==> src/rtl/key_entry_ctrl.sv <==
// key_entry_ctrl: Moore FSM that sequences the alarm clock's 4-digit key
// buffer. It turns keypad digits into single-cycle shift strobes, counts the
// digits entered, issues load strobes for the alarm register or time counter
// when a button is pressed, drives the display-select flags and abandons an
// idle entry after TIMEOUT_SEC one_second pulses.
//
// Optional feature: define KEY_ENTRY_GUARD_EN to accept a button press in
// KEY_ENTRY only once all four digits have been entered.
module key_entry_ctrl #(
  parameter int TIMEOUT_SEC = 10
) (
  input  logic       clock,
  input  logic       reset,
  input  logic       one_second,
  input  logic [3:0] key,
  input  logic       alarm_button,
  input  logic       time_button,
  output logic       shift,
  output logic       load_new_a,
  output logic       load_new_c,
  output logic       show_a,
  output logic       show_new_time,
  output logic [2:0] digit_count
);

  typedef enum logic [2:0] {
    SHOW_TIME,
    KEY_STORED,
    KEY_WAITED,
    KEY_ENTRY,
    SHOW_ALARM,
    SET_ALARM_TIME,
    SET_CURRENT_TIME
  } state_t;

  state_t     state;
  state_t     state_next;
  logic [3:0] sec_count;
  logic       is_digit;
  logic       timeout;
  logic       buttons_ok;
  logic       counting;

  // Codes 0..9 are digits; NOKEY (4'hA) and 4'hB..4'hF all count as no key.
  assign is_digit = (key <= 4'd9);
  assign timeout  = (sec_count == 4'(TIMEOUT_SEC));
  assign counting = (state == KEY_WAITED) || (state == KEY_ENTRY);

`ifdef KEY_ENTRY_GUARD_EN
  // A partial entry must never reach the alarm register or time counter.
  assign buttons_ok = (digit_count == 3'd4);
`else
  assign buttons_ok = 1'b1;
`endif

  // State register; reset aborts any entry or pending strobe immediately.
  always_ff @(posedge clock or posedge reset) begin
    if (reset) begin
      state <= SHOW_TIME;
    end else begin
      state <= state_next;
    end
  end

  // Next-state logic, priority top-down within each state.
  always_comb begin
    state_next = state;
    case (state)
      SHOW_TIME: begin
        if (alarm_button)  state_next = SHOW_ALARM;
        else if (is_digit) state_next = KEY_STORED;
      end
      KEY_STORED: state_next = KEY_WAITED;
      KEY_WAITED: begin
        if (!is_digit)    state_next = KEY_ENTRY;
        else if (timeout) state_next = SHOW_TIME;
      end
      KEY_ENTRY: begin
        if (alarm_button && buttons_ok)     state_next = SET_ALARM_TIME;
        else if (time_button && buttons_ok) state_next = SET_CURRENT_TIME;
        else if (is_digit)                  state_next = KEY_STORED;
        else if (timeout)                   state_next = SHOW_TIME;
      end
      SHOW_ALARM: begin
        if (!alarm_button) state_next = SHOW_TIME;
      end
      SET_ALARM_TIME:   state_next = SHOW_TIME;
      SET_CURRENT_TIME: state_next = SHOW_TIME;
      default:          state_next = SHOW_TIME;
    endcase
  end

  // Moore output decode straight from the state register.
  always_comb begin
    shift         = (state == KEY_STORED);
    load_new_a    = (state == SET_ALARM_TIME);
    load_new_c    = (state == SET_CURRENT_TIME);
    show_a        = (state == SHOW_ALARM);
    show_new_time = (state == KEY_STORED) || (state == KEY_WAITED) ||
                    (state == KEY_ENTRY);
  end

  // Digit counter: one increment per shift strobe, saturating at four; held
  // at zero for as long as the FSM is (or is about to be) in SHOW_TIME.
  always_ff @(posedge clock or posedge reset) begin
    if (reset) begin
      digit_count <= 3'd0;
    end else if (state == SHOW_TIME || state_next == SHOW_TIME) begin
      digit_count <= 3'd0;
    end else if (state == KEY_STORED && digit_count != 3'd4) begin
      digit_count <= digit_count + 3'd1;
    end
  end

  // Idle timer: counts seconds only while waiting for the next key and
  // clears elsewhere, so each stored key restarts it from zero.
  always_ff @(posedge clock or posedge reset) begin
    if (reset) begin
      sec_count <= 4'd0;
    end else if (counting) begin
      if (one_second && !timeout) begin
        sec_count <= sec_count + 4'd1;
      end
    end else begin
      sec_count <= 4'd0;
    end
  end

endmodule

==> config.mk <==
export PLATFORM = sky130hd
export DESIGN_NAME = key_entry_ctrl
export DESIGN_NICKNAME = d
export VERILOG_FILES = /design/src/rtl/key_entry_ctrl.sv
export SDC_FILE = /design/constraint.sdc
export NUM_CORES = 1
export LEC_CHECK = 0
export CORE_MARGIN = 3
export CORE_UTILIZATION = 50
export CTS_BUF_LIST = sky130_fd_sc_hd__clkbuf_8
export DETAILED_ROUTE_END_ITERATION = 16
export GPL_TIMING_DRIVEN = 0
export PLACE_DENSITY_LB_ADDON = 0.3
export SYNTH_ARGS = -nofsm -noshare
export SYNTH_HDL_FRONTEND = slang
export SYNTH_SLANG_ARGS = --single-unit
==> constraint.sdc <==
create_clock -name clock -period 1.8 [get_ports clock]
set_input_delay 0.45 -clock clock [delete_from_list [all_inputs] [get_ports clock]]
set_output_delay 0.45 -clock clock [all_outputs]
set_load 0.02 [all_outputs]
After elaboration in Yosys (flattened, before gate mapping). Index checks and enable logic that the tools add are counted.

Flip-flop bits (word level): 10. Latch bits: 0. Bits in writable memories: 0. Bits in read-only memories: 0. Input port bits: 9. Output and inout port bits: 8. Logic and storage cells: 38. Memories: 0.

Add/subtract/negate cells: 2. Multipliers: 0. Divide/modulo/power cells: 0. Order comparisons: 1. Eq/ne operators: 9. Shifts and indexed selects: 0. Multiplexer cells: 13. Bitwise logic cells: 0. Reduce and logical (&&, ||, !) cells: 10.

Operators by type and width (number): 3-bit two-way mux (10); 3-bit one-hot mux with 5 select lines (1); 3-bit == test, second input constant (3); 4-bit two-way mux (2); 3-bit by 2-bit == test with 1-bit output, second input constant (2); 3-bit logical NOT (2); 4-bit by 1-bit adder with 4-bit output, second input constant (1); 4-bit == test, second input constant (1); 4-bit less-or-equal comparator, second input constant (1); 1-bit logical OR (4); 3-bit by 1-bit adder with 3-bit output, second input constant (1); 3-bit by 1-bit == test with 1-bit output, second input constant (1); 3-bit inequality test, second input constant (1); 1-bit logical AND (2); 2-bit by 1-bit inequality test with 1-bit output, second input constant (1); 2-bit nonzero test (1); 1-bit logical NOT (1).

Longest topological paths before layout.
Word-level depth: 9. Mapped depth: 6. Depth with buffers taken out: 6.

Least setup slack after synthesis. Ideal clock, no wire load.

Path kind: register -> register. Start: register sec_count[0]. End: register digit_count[1]. Setup time: 137 ps. Arrival: 1465 ps. Data required time: 1663 ps. Slack: 198 ps. Stages on the path, launching flop included: 7. Path buffers: 0. Clock period less this slack: 1602 ps. Cell sequence: dfrtp_1 > inv_1 > ha_1 > nand3b_4 > or4b_1 > o211ai_2 > a211oi_1.

Cells in the longest elaborated chain, start to end: 9. Elaborated cells between the ends (all ways): 11. Classes of those cells: eq/ne (1); mux (7); reduce/logical (3).

Ends and longest elaborated chain: from (decl) (line 38) `logic [3:0] sec_count;`; from (signal assigned) (line 122) `sec_count <= sec_count + 4'd1;`; 4-bit == test (*) (line 46) `assign timeout = (sec_count == 4'(TIMEOUT_SEC));`; 3-bit two-way mux (*) (line 76, 82); 3-bit two-way mux (line 81) `else if (is_digit) state_next = KEY_STORED;`; 3-bit two-way mux (line 80) `else if (time_button && buttons_ok) state_next = SET_CURRENT_TIME;`; 3-bit two-way mux (line 79) `if (alarm_button && buttons_ok) state_next = SET_ALARM_TIME;`; 3-bit one-hot mux with 5 select lines (*) (line 68) `case (state)`; 3-bit logical NOT (*) (line 108) `end else if (state == SHOW_TIME || state_next == SHOW_TIME) begin`; 1-bit logical OR (*) (line 108); 3-bit two-way mux or 2-bit nonzero test (tied branches); to (signal assigned) (line 111) `digit_count <= digit_count + 3'd1;`; to (decl) (line 23) `output logic [2:0] digit_count`.

Mark *: on every way between the ends. The rest lies on a longest branch, timed or not. A chain may end at the register's enable or synchronous reset.

Worst setup path after layout.
Start: register state[0]. End: output show_new_time.

Cells in the longest elaborated chain, start to end: 3. Elaborated cells between the ends (all ways): 5. Classes of those cells: eq/ne (3); reduce/logical (2).

Ends and longest elaborated chain: from (decl) (line 36) `state_t state;`; from (signal assigned) (line 61) `state <= state_next;`; 3-bit by 1-bit == test with 1-bit output or 3-bit by 2-bit == test with 1-bit output (tied branches) (line 99) `show_new_time = (state == KEY_STORED) || (state == KEY_WAITED) ||`; 1-bit logical OR (line 99); 1-bit logical OR (*) (line 99); to (decl) (line 22) `output logic show_new_time,`.

Marks and branches as above.

==> reports/qor.txt <==
Largest net degree at the start of global routing: 11
Die width: 43.70 um
CORE AREA: 1216 um^2
Clock root cell: clkbuf_8
Ports: 17
DP Cell Count: 101
CTS Buffer Depth: 2
Setup bufs post-CTS: 0
Die H: 43.70 um
DR WL/cell: 16.71 um
Sw Ratio: 41.55%
1st-pass router iterations: 4
Final Cell Area: 978.4 um^2
Max-slew headroom: 73.29%
Most used DFF post-synth: dfrtp_1
Flop pwr share: 23.2%
GRT Total Usage: 19.05%
Crit path max-delay family: buffers and inverters
Reg clk slew, reported paths: 0.05 ns
Syn Nets: 85
Worst path depth: 4
Reg2reg path depth: 6
Post-Syn Area per Cell: 9.871 um^2
Crit-path cells: buf_2 -> nor2_2 -> nor2_1 -> dlygate4sd2_1
Vias in the first global route: 571
TritonCTS buffer count: 3
MaxCap Viol Count: 0
VDD IR-drop max: 0.8448 mV
Via density: 5.695
Cell area after synthesis: 710.7 um^2
CP Buf/Inv Count: 2
Status: completed
Pwr dens: 1415 nW/um^2
Critical path's largest stage delay: 0.37 ns
Non-filler instance count after layout: 105
Die area: 1910 um^2
Switching pwr: 0.5754 mW
Max frequency: 0.5738 GHz
Mapped Cells: 72
CTS hold repair buffers: 0
Area growth syn-to-layout: 37.68%
Distinct cell type count after synthesis: 32
Int Pwr: 0.8095 mW
Initial Util: 58.44%
Yosys warnings: 0
Initial antenna violation count: 0
Final wirelength: 1755 um
Final ANT Viol Nets: 0
Worst EP required: 1.35 ns
CP endpoint kind: output pin
Register Area: 250.2 um^2
Leakage power figure: 0.4633 nW
Crit start category: flip-flop
Final setup viols: 0
Sequential area share after synthesis: 35.21%
Synth area leaders: dfrtp_1, ha_1, xor2_1, a211oi_1, buf_6
Worst setup margin: 0.05736 ns
Clock group share of total power: 20.8%
Logic pwr share: 56.0%
Synth Register Bits: 10
Drt initial violations: 19
Commonest non-fill, non-tap cell in the layout: dfrtp_1
Std cell rows: 12
Final nets: 105
Clock skew: 0.003554 ns
Detailed-placement wirelength estimate: 1197 um
Final Hold Fails: 0
Commonest cells after routing, fill and taps aside: dfrtp_1, clkdlybuf4s50_1, nor2_1, inv_1, clkbuf_8
First-pass GRT wire length: 2628 um
ANT cells: 0
CTS tree: built
Top-area cell type share of the netlist area: 35.21%
Detailed-route DRC error count: 0
Area occupied by multi-input gates: 471.7 um^2
Vias after detailed routing: 598
Clock sinks: 10
Cell taking the most area after synthesis: dfrtp_1
Depth of the CTS H-tree: 1
Least-Margin Pin Slew: 0.4002 ns
Fillers: 77
Min cycle time layout: 1.743 ns
CP Max Fanout: 10
Setup TNS: 0 ns
CP Data Arrival Time: 1.29 ns
Layout cells sized above 1: 29.67%
Aggregate global routing overflow: 0
GPL Wtd Cong: 0.7330
Setup WS pre-CTS: -0.3491 ns
Post-synth EDFFs: 0
Hold slack: 0.4923 ns
I/O Buffers: 15
CP Class: flip-flop to output pin
Slowest CP cell: dfrtp_1
Placed inst area: 878.3 um^2
Ys async rst share: 100.0%
Min-delay worst type: input port to async pin
Tcrit/Tclk final: 96.81%
Clk_lat worst skew: 0.24 ns
Max-slew violation count: 0
path summary, 6_finish.rpt:
path                                                 start                          to  slack, ns
max in group asynchronous                            reset  digit_count[2]$_DFFE_PP0P_       1.02
worst min-delay path                                 reset          state[1]$_DFF_PP0_       0.49
worst max register to register    sec_count[0]$_DFFE_PP0P_  digit_count[0]$_DFFE_PP0P_       0.10
worst max-delay path                    state[0]$_DFF_PP0_               show_new_time       0.06
worst min register to register  digit_count[2]$_DFFE_PP0P_  digit_count[2]$_DFFE_PP0P_       0.63
min in group clock              digit_count[2]$_DFFE_PP0P_  digit_count[2]$_DFFE_PP0P_       0.63
per-layer routing:
layer / share of wire, % / global-route usage, % / up-vias
li1: - / - / 293
met1: 44 / 24.87 / 284
met2: 49 / 29.94 / 17
met3: 5.0 / 4.979 / 4
met4: 1.8 / 7.229 / 0
met5: 0 / 0 / -
registers in the layout (all words and copies together) (netlist names):
signal       cells
digit_count      3
sec_count        4
state            3
synth_stat cells, drive strengths merged (2+ instances only):
| library cell | count |
|---|---|
| dfrtp | 10 |
| inv | 6 |
| nor2 | 6 |
| ha | 4 |
| a211oi | 3 |
| a21oi | 3 |
| buf | 3 |
| nand2 | 3 |
| nand2b | 3 |
| xor2 | 3 |
| a311oi | 2 |
| mux2i | 2 |
| nand3 | 2 |
| nor2b | 2 |
| nor3 | 2 |
| nor3b | 2 |
| or3 | 2 |
| xnor2 | 2 |
through the flow:
| stage | total power, mW | util (%) |
|---|---|---|
| global route | 1.466 | 80.45 |
| floorplan | 0.8104 | - |
| detailed placement | 1.034 | 72.22 |
| global placement | 1.007 | 72.22 |
| finish | 1.385 | 80.45 |
| CTS | 1.337 | 78.50 |
power groups by stage:
stage               registers (mW)  clock network, mW  logic, mW
floorplan                    0.322                  0      0.488
global placement             0.311                  0      0.696
detailed placement           0.319                  0      0.715
CTS                          0.317              0.290      0.731
global route                 0.328              0.301      0.837
finish                       0.321              0.288      0.776
area by class of cell:
cell class                 count  area share [%]
multi-input combinational     53           48.21
tap                           14           1.790
buffer                         3           2.813
timing repair buffer          15           13.68
clock buffer                   4           5.627
inverter                       6           2.302
sequential                    10           25.58
timing repair:
action / in CTS / in global routing
setup endpoints to repair: 8 / 9
endpoints found under the hold margin: 0 / 0
pin swaps: 0 / 0
gates resized for setup: 17 / 13
cell families (layout without fill, tap and decap cells):
family,Yosys count,count (layout),share of synthesized area [%]
muxes,2,2,2.817
and+or+nand+nor,30,30,28.52
DFF,10,10,35.21
xor gates and xnor gates,5,5,6.163
buffers and inverters,9,28,7.041
AOI/OAI and AO/OA,12,12,13.20
adders and majority gates,4,4,7.043
Note: power is estimated with default switching activity, not from simulation.
==> RTL edit 1 (same settings) <==
Add a define of `KEY_ENTRY_GUARD_EN`.
--- a/src/rtl/key_entry_ctrl.sv
+++ b/src/rtl/key_entry_ctrl.sv
@@ -6,6 +6,8 @@
 //
 // Optional feature: define KEY_ENTRY_GUARD_EN to accept a button press in
 // KEY_ENTRY only once all four digits have been entered.
+`define KEY_ENTRY_GUARD_EN
+
 module key_entry_ctrl #(
   parameter int TIMEOUT_SEC = 10
 ) (
Behaviour: not the same (a bounded check fails within 10 cycles, from zero or initial values and one cycle with reset high).
==> RTL edit 1 against the unedited design <==
Worst setup slack lost 13 ps; global-route usage is 0.95 points higher; sequential cell count did not move; final area down 4.1%; synthesized area shrank 1.1%; sequential share of layout area grew 1.2 points; routed wire length fell by 3.0%; synthesized cell count is the same; via count rose by 4.2%; combinational power fell by 17%; power down 9.6%.
==> RTL edit 1: results (changes against the unedited design) <==
Detailed Route WL=1702 µm (was 1755 µm); top cells by count, synth=dfrtp_1 (10), nor2_1 (8), inv_1 (5), nand2_1 (5), ha_1 (4) (was dfrtp_1 (10), inv_1 (6), nor2_1 (6)); crit path to=show_new_time (unchanged); Via density=5.933 (was 5.695); share of layout cells above drive strength 1=21.98% (was 29.67%); slowest cell on the critical path=dfrtp_1 (unchanged); Hold Violations, Final=0 (unchanged); IO buf count=15 (unchanged); Vias=623 (was 598); Initial DRC Count=23 (was 19); drt pass-1 iters=4 (unchanged); synth top area cells=dfrtp_1 (36%), ha_1 (7.1%), nor2_1 (4.3%) (was dfrtp_1 (35%), ha_1 (7.0%), xor2_1 (3.7%)); VDD IR max=0.8005 mV (was 0.8448 mV); clock latency at the later pin of the worst-skew pair=240 ps (about the same); R2R setup slack=90 ps; Leak=0.4534 nW (was 0.4633 nW); GRT Total Usage=20.00% (was 19.05%); reg-to-reg startpoint=sec_count[0] (unchanged); ant diodes=0 (unchanged); endpoint class of the critical path=output port (unchanged); Root Buffer=clkbuf_8 (unchanged); CP peak stage delay=390 ps (was 370 ps); CP max FO=9 (was 10); R2R Path End=digit_count[1] (was digit_count[0]); register area share after synthesis=35.59% (was 35.21%); syn_area_per_cell=9.766 µm² (was 9.871 µm²); Post-Place Cells=101 (unchanged); Critical path origin=state[0] (unchanged); GP Congestion=0.7323 (was 0.7330); first-pass GRT wire length=2746 µm (was 2628 µm); post-DP HPWL=1175 µm (was 1197 µm); clock skew=6.271 ps (was 3.554 ps); library cells used by synthesis=35 (was 32); Max-Slew Margin vs Limit=72.15% (was 73.29%); status=completed (unchanged); Worst Reg-to-Reg Cells=6 (unchanged); total of max-cap violations=0 (unchanged); syn_nets=85 (unchanged); CP arrival=1310 ps (was 1290 ps)
[RTL edit 1: cell count changes after synthesis, sizes merged, moves of 2 or more]
cell / delta
nor2: +2
nand2: +2
and4b: +2
nand2b: -3
[RTL edit 1: worst max-delay path: cells and delay by family (launching register included)]
family                 cells  cell delay (ps)
DFF                        1              390
buffers and inverters      2              470
and+or+nand+nor            2              210
[RTL edit 1: power breakdown]
group / leakage [nW] / total (mW) / switching [mW] / internal [mW]
registers: 0.134 / 0.322 / 0.0482 / 0.274
clock network: 0.0288 / 0.285 / 0.0927 / 0.193
logic: 0.291 / 0.644 / 0.371 / 0.273
total: 0.453 / 1.25 / 0.512 / 0.740
[RTL edit 1: per-layer routing]
layer  routed length (µm)  share of wire (%)  global-route usage, %  vias up
met5                    0                  0                      0        -
met4                   33                1.9                  7.229        0
met3                  100                5.9                  7.469        6
met2                  854                 50                  31.27       26
met1                  714                 42                  25.13      299
li1                     -                  -                      -      292
[RTL edit 1: how the worst min path moves through the flow]
stage / end / cells after the start
6_report: sec_count[2] / 2
5_1_grt: state[1] / 2
4_1_cts: sec_count[2] / 2
3_5_place_dp: sec_count[3] / 2
3_3_place_gp: sec_count[3] / 2
2_1_floorplan: digit_count[0] / 1
[RTL edit 1: repair_timing]
| item | in CTS | in global routing |
|---|---|---|
| gates resized for setup | 14 | 11 |
| endpoints found under the setup margin | 5 | 6 |
| pin swaps | 0 | 2 |
[RTL edit 1: cell families after synthesis]
group	count (synthesis)	synth area share, %
xor gates and xnor gates	4	4.983
DFF	10	35.59
and+or+nand+nor	31	27.76
AOI/OAI and AO/OA	14	15.66
buffers and inverters	7	5.339
adders and majority gates	4	7.118
muxes	2	3.558
[RTL edit 1: area by class of cell]
type                       count  area, µm²
multi-input combinational     55      442.9
inverter                       5      18.77
tap                           14      17.52
fill                          79      277.8
clock buffer                   4      55.05
buffer                         2      18.77
sequential                    10      251.5
timing repair buffer          15      133.9
[RTL edit 1: per-stage QoR]
step                      hold slack (ps)  setup slack, ps  instance area (µm²)
final                               493.6            44.17                938.4
after global routing                535.4           0.9579                938.4
after CTS                           494.5            1.289                915.9
after detailed placement            571.0           -210.6                870.8
after global placement              541.3           -187.5                870.8
after floorplan                     290.2            163.4                703.2
==> RTL edit 2 (same flow settings) <==
Without the edit above. Reset style: synchronous (`reset`), changed in 3 clocked blocks.
--- a/src/rtl/key_entry_ctrl.sv
+++ b/src/rtl/key_entry_ctrl.sv
@@ -54,7 +54,7 @@
 `endif
 
   // State register; reset aborts any entry or pending strobe immediately.
-  always_ff @(posedge clock or posedge reset) begin
+  always_ff @(posedge clock) begin
     if (reset) begin
       state <= SHOW_TIME;
     end else begin
@@ -102,7 +102,7 @@
 
   // Digit counter: one increment per shift strobe, saturating at four; held
   // at zero for as long as the FSM is (or is about to be) in SHOW_TIME.
-  always_ff @(posedge clock or posedge reset) begin
+  always_ff @(posedge clock) begin
     if (reset) begin
       digit_count <= 3'd0;
     end else if (state == SHOW_TIME || state_next == SHOW_TIME) begin
@@ -114,7 +114,7 @@
 
   // Idle timer: counts seconds only while waiting for the next key and
   // clears elsewhere, so each stored key restarts it from zero.
-  always_ff @(posedge clock or posedge reset) begin
+  always_ff @(posedge clock) begin
     if (reset) begin
       sec_count <= 4'd0;
     end else if (counting) begin
Function: differs if reset is asserted again (counterexample within 4 cycles, from zero or initial values and one cycle with reset high); with reset held inactive, the same outputs for 10 cycles.
==> RTL edit 2 against the unedited design <==
Synthesized area down 9.7%; via count down 5.2%; worst setup slack better by 27 ps; maximum frequency up 1.6%; non-clock buffer count down 1; final area down 15%; routed wire length down 29%; critical path depth up 2; sequential cell count unchanged; clock skew up 1.8 ps.
Power is not compared: it rests on default switching activity, and its combinational part moved more than twofold at a synthesized area within 25%.
==> RTL edit 2: results (changes against the unedited design) <==
status=completed (unchanged); GRT met1 Usage=18.80% (was 24.87%); met3 GRT Util=4.762% (was 4.979%); Buffers, non-clock=17 (was 18); top cells by count, synth=dfxtp_1 (10), nand2_1 (9), nor2_1 (7) (was dfrtp_1 (10), inv_1 (6), nor2_1 (6)); Top reg by flops=sec_count (unchanged); Min-Delay Path Class=reg2reg (was in2async); R2R setup slack=170 ps (was 100 ps); library cells used by synthesis=31 (was 32); met2 Usage GRT=26.23% (was 29.94%); Via density=5.349 (was 5.695); GRT Total Usage=15.75% (was 19.05%); Seq Cell Count=10 (unchanged); reg-to-reg startpoint=sec_count[0] (unchanged); non-filler cells, final=106 (was 105); mux cell area share after synthesis=3.119% (was 2.817%); register share of the cell area=24.02% (was 25.58%); non-clock inverter count=3 (was 6); syn_nets=88 (was 85); clock skew=5.374 ps (was 3.554 ps); synth top area cells=dfxtp_1 (31%), ha_1 (7.8%), nand2_1 (5.3%) (was dfrtp_1 (35%), ha_1 (7.0%), xor2_1 (3.7%)); dpl cell area=799.5 µm² (was 878.3 µm²); register area share after synthesis=31.19% (was 35.21%); Placement Setup Slack=-421.2 ps (was -349.1 ps); vias in the first global route=517 (was 571); Synth Area in Adders=7.797% (was 7.042%); fraction of area in multi-input gates=50.90% (was 48.21%); share of layout cells above drive strength 1=13.04% (was 29.67%); signal buffers share of area=16.67% (was 16.50%); drt pass-1 iters=3 (was 4); post-DP HPWL=955.8 µm (was 1197 µm); clk tree area frac=4.955% (was 5.627%); Post-Place Cells=103 (was 101); IO buf count=14 (was 15); detailed route wirelength on metal2=601 µm (was 864 µm); Detailed Route WL=1249 µm (was 1755 µm); Post-Route Hold Slack=547.9 ps (was 492.3 ps); Cells after Synth=75 (was 72); Clock buffer cells=3 (was 4); Synth Area in Compound Gates=12.09% (was 13.20%); Max-Slew Margin vs Limit=74.66% (was 73.29%); Worst Reg-to-Reg Cells=7 (was 6); first-pass GRT wire length=2194 µm (was 2628 µm); fillcell total=102 (was 77); Multi-In Gates=59 (was 53); GP Congestion=0.6863 (was 0.7330); Area Growth Syn to Fin=29.82% (was 37.68%); R2R Path End=digit_count[1] (was digit_count[0]); Initial DRC Count=3 (was 19); xor/xnor share of the synthesized area=6.823% (was 6.162%); CP max FO=6 (was 10); Post-CTS Resized=9 (was 17); post-synthesis async set-or-reset flop share=0% (was 100.0%)
## RTL edit 2: cell types whose count changed in the layout (fill, tap and decap cells not counted), moves of 3 or more
cell	unedited run	this run
dlygate4sd2_1	2	6
dfrtp_1	10	0
nor4_1	0	3
dfxtp_1	0	10
a211oi_1	3	0
nand2_1	3	9
clkdlybuf4s50_1	9	6
## RTL edit 2: critical path: cells and delay by family
family	cells	cell delay, ps
buffers and inverters	1	560
and+or+nand+nor	2	240
AOI/OAI and AO/OA	3	560
## RTL edit 2: worst max path at each step
| stage | startpoint | end | depth (start not counted) | slack (ps) |
|---|---|---|---|---|
| 2_1_floorplan | key[1] | digit_count[0] | 5 | 240 |
| 3_3_place_gp | key[1] | digit_count[0] | 6 | -410 |
| 3_5_place_dp | key[1] | digit_count[0] | 6 | -420 |
| 4_1_cts | state[1] | show_a | 4 | 1 |
| 5_1_grt | alarm_button | digit_count[2] | 6 | -50 |
| 6_report | alarm_button | digit_count[1] | 6 | 80 |
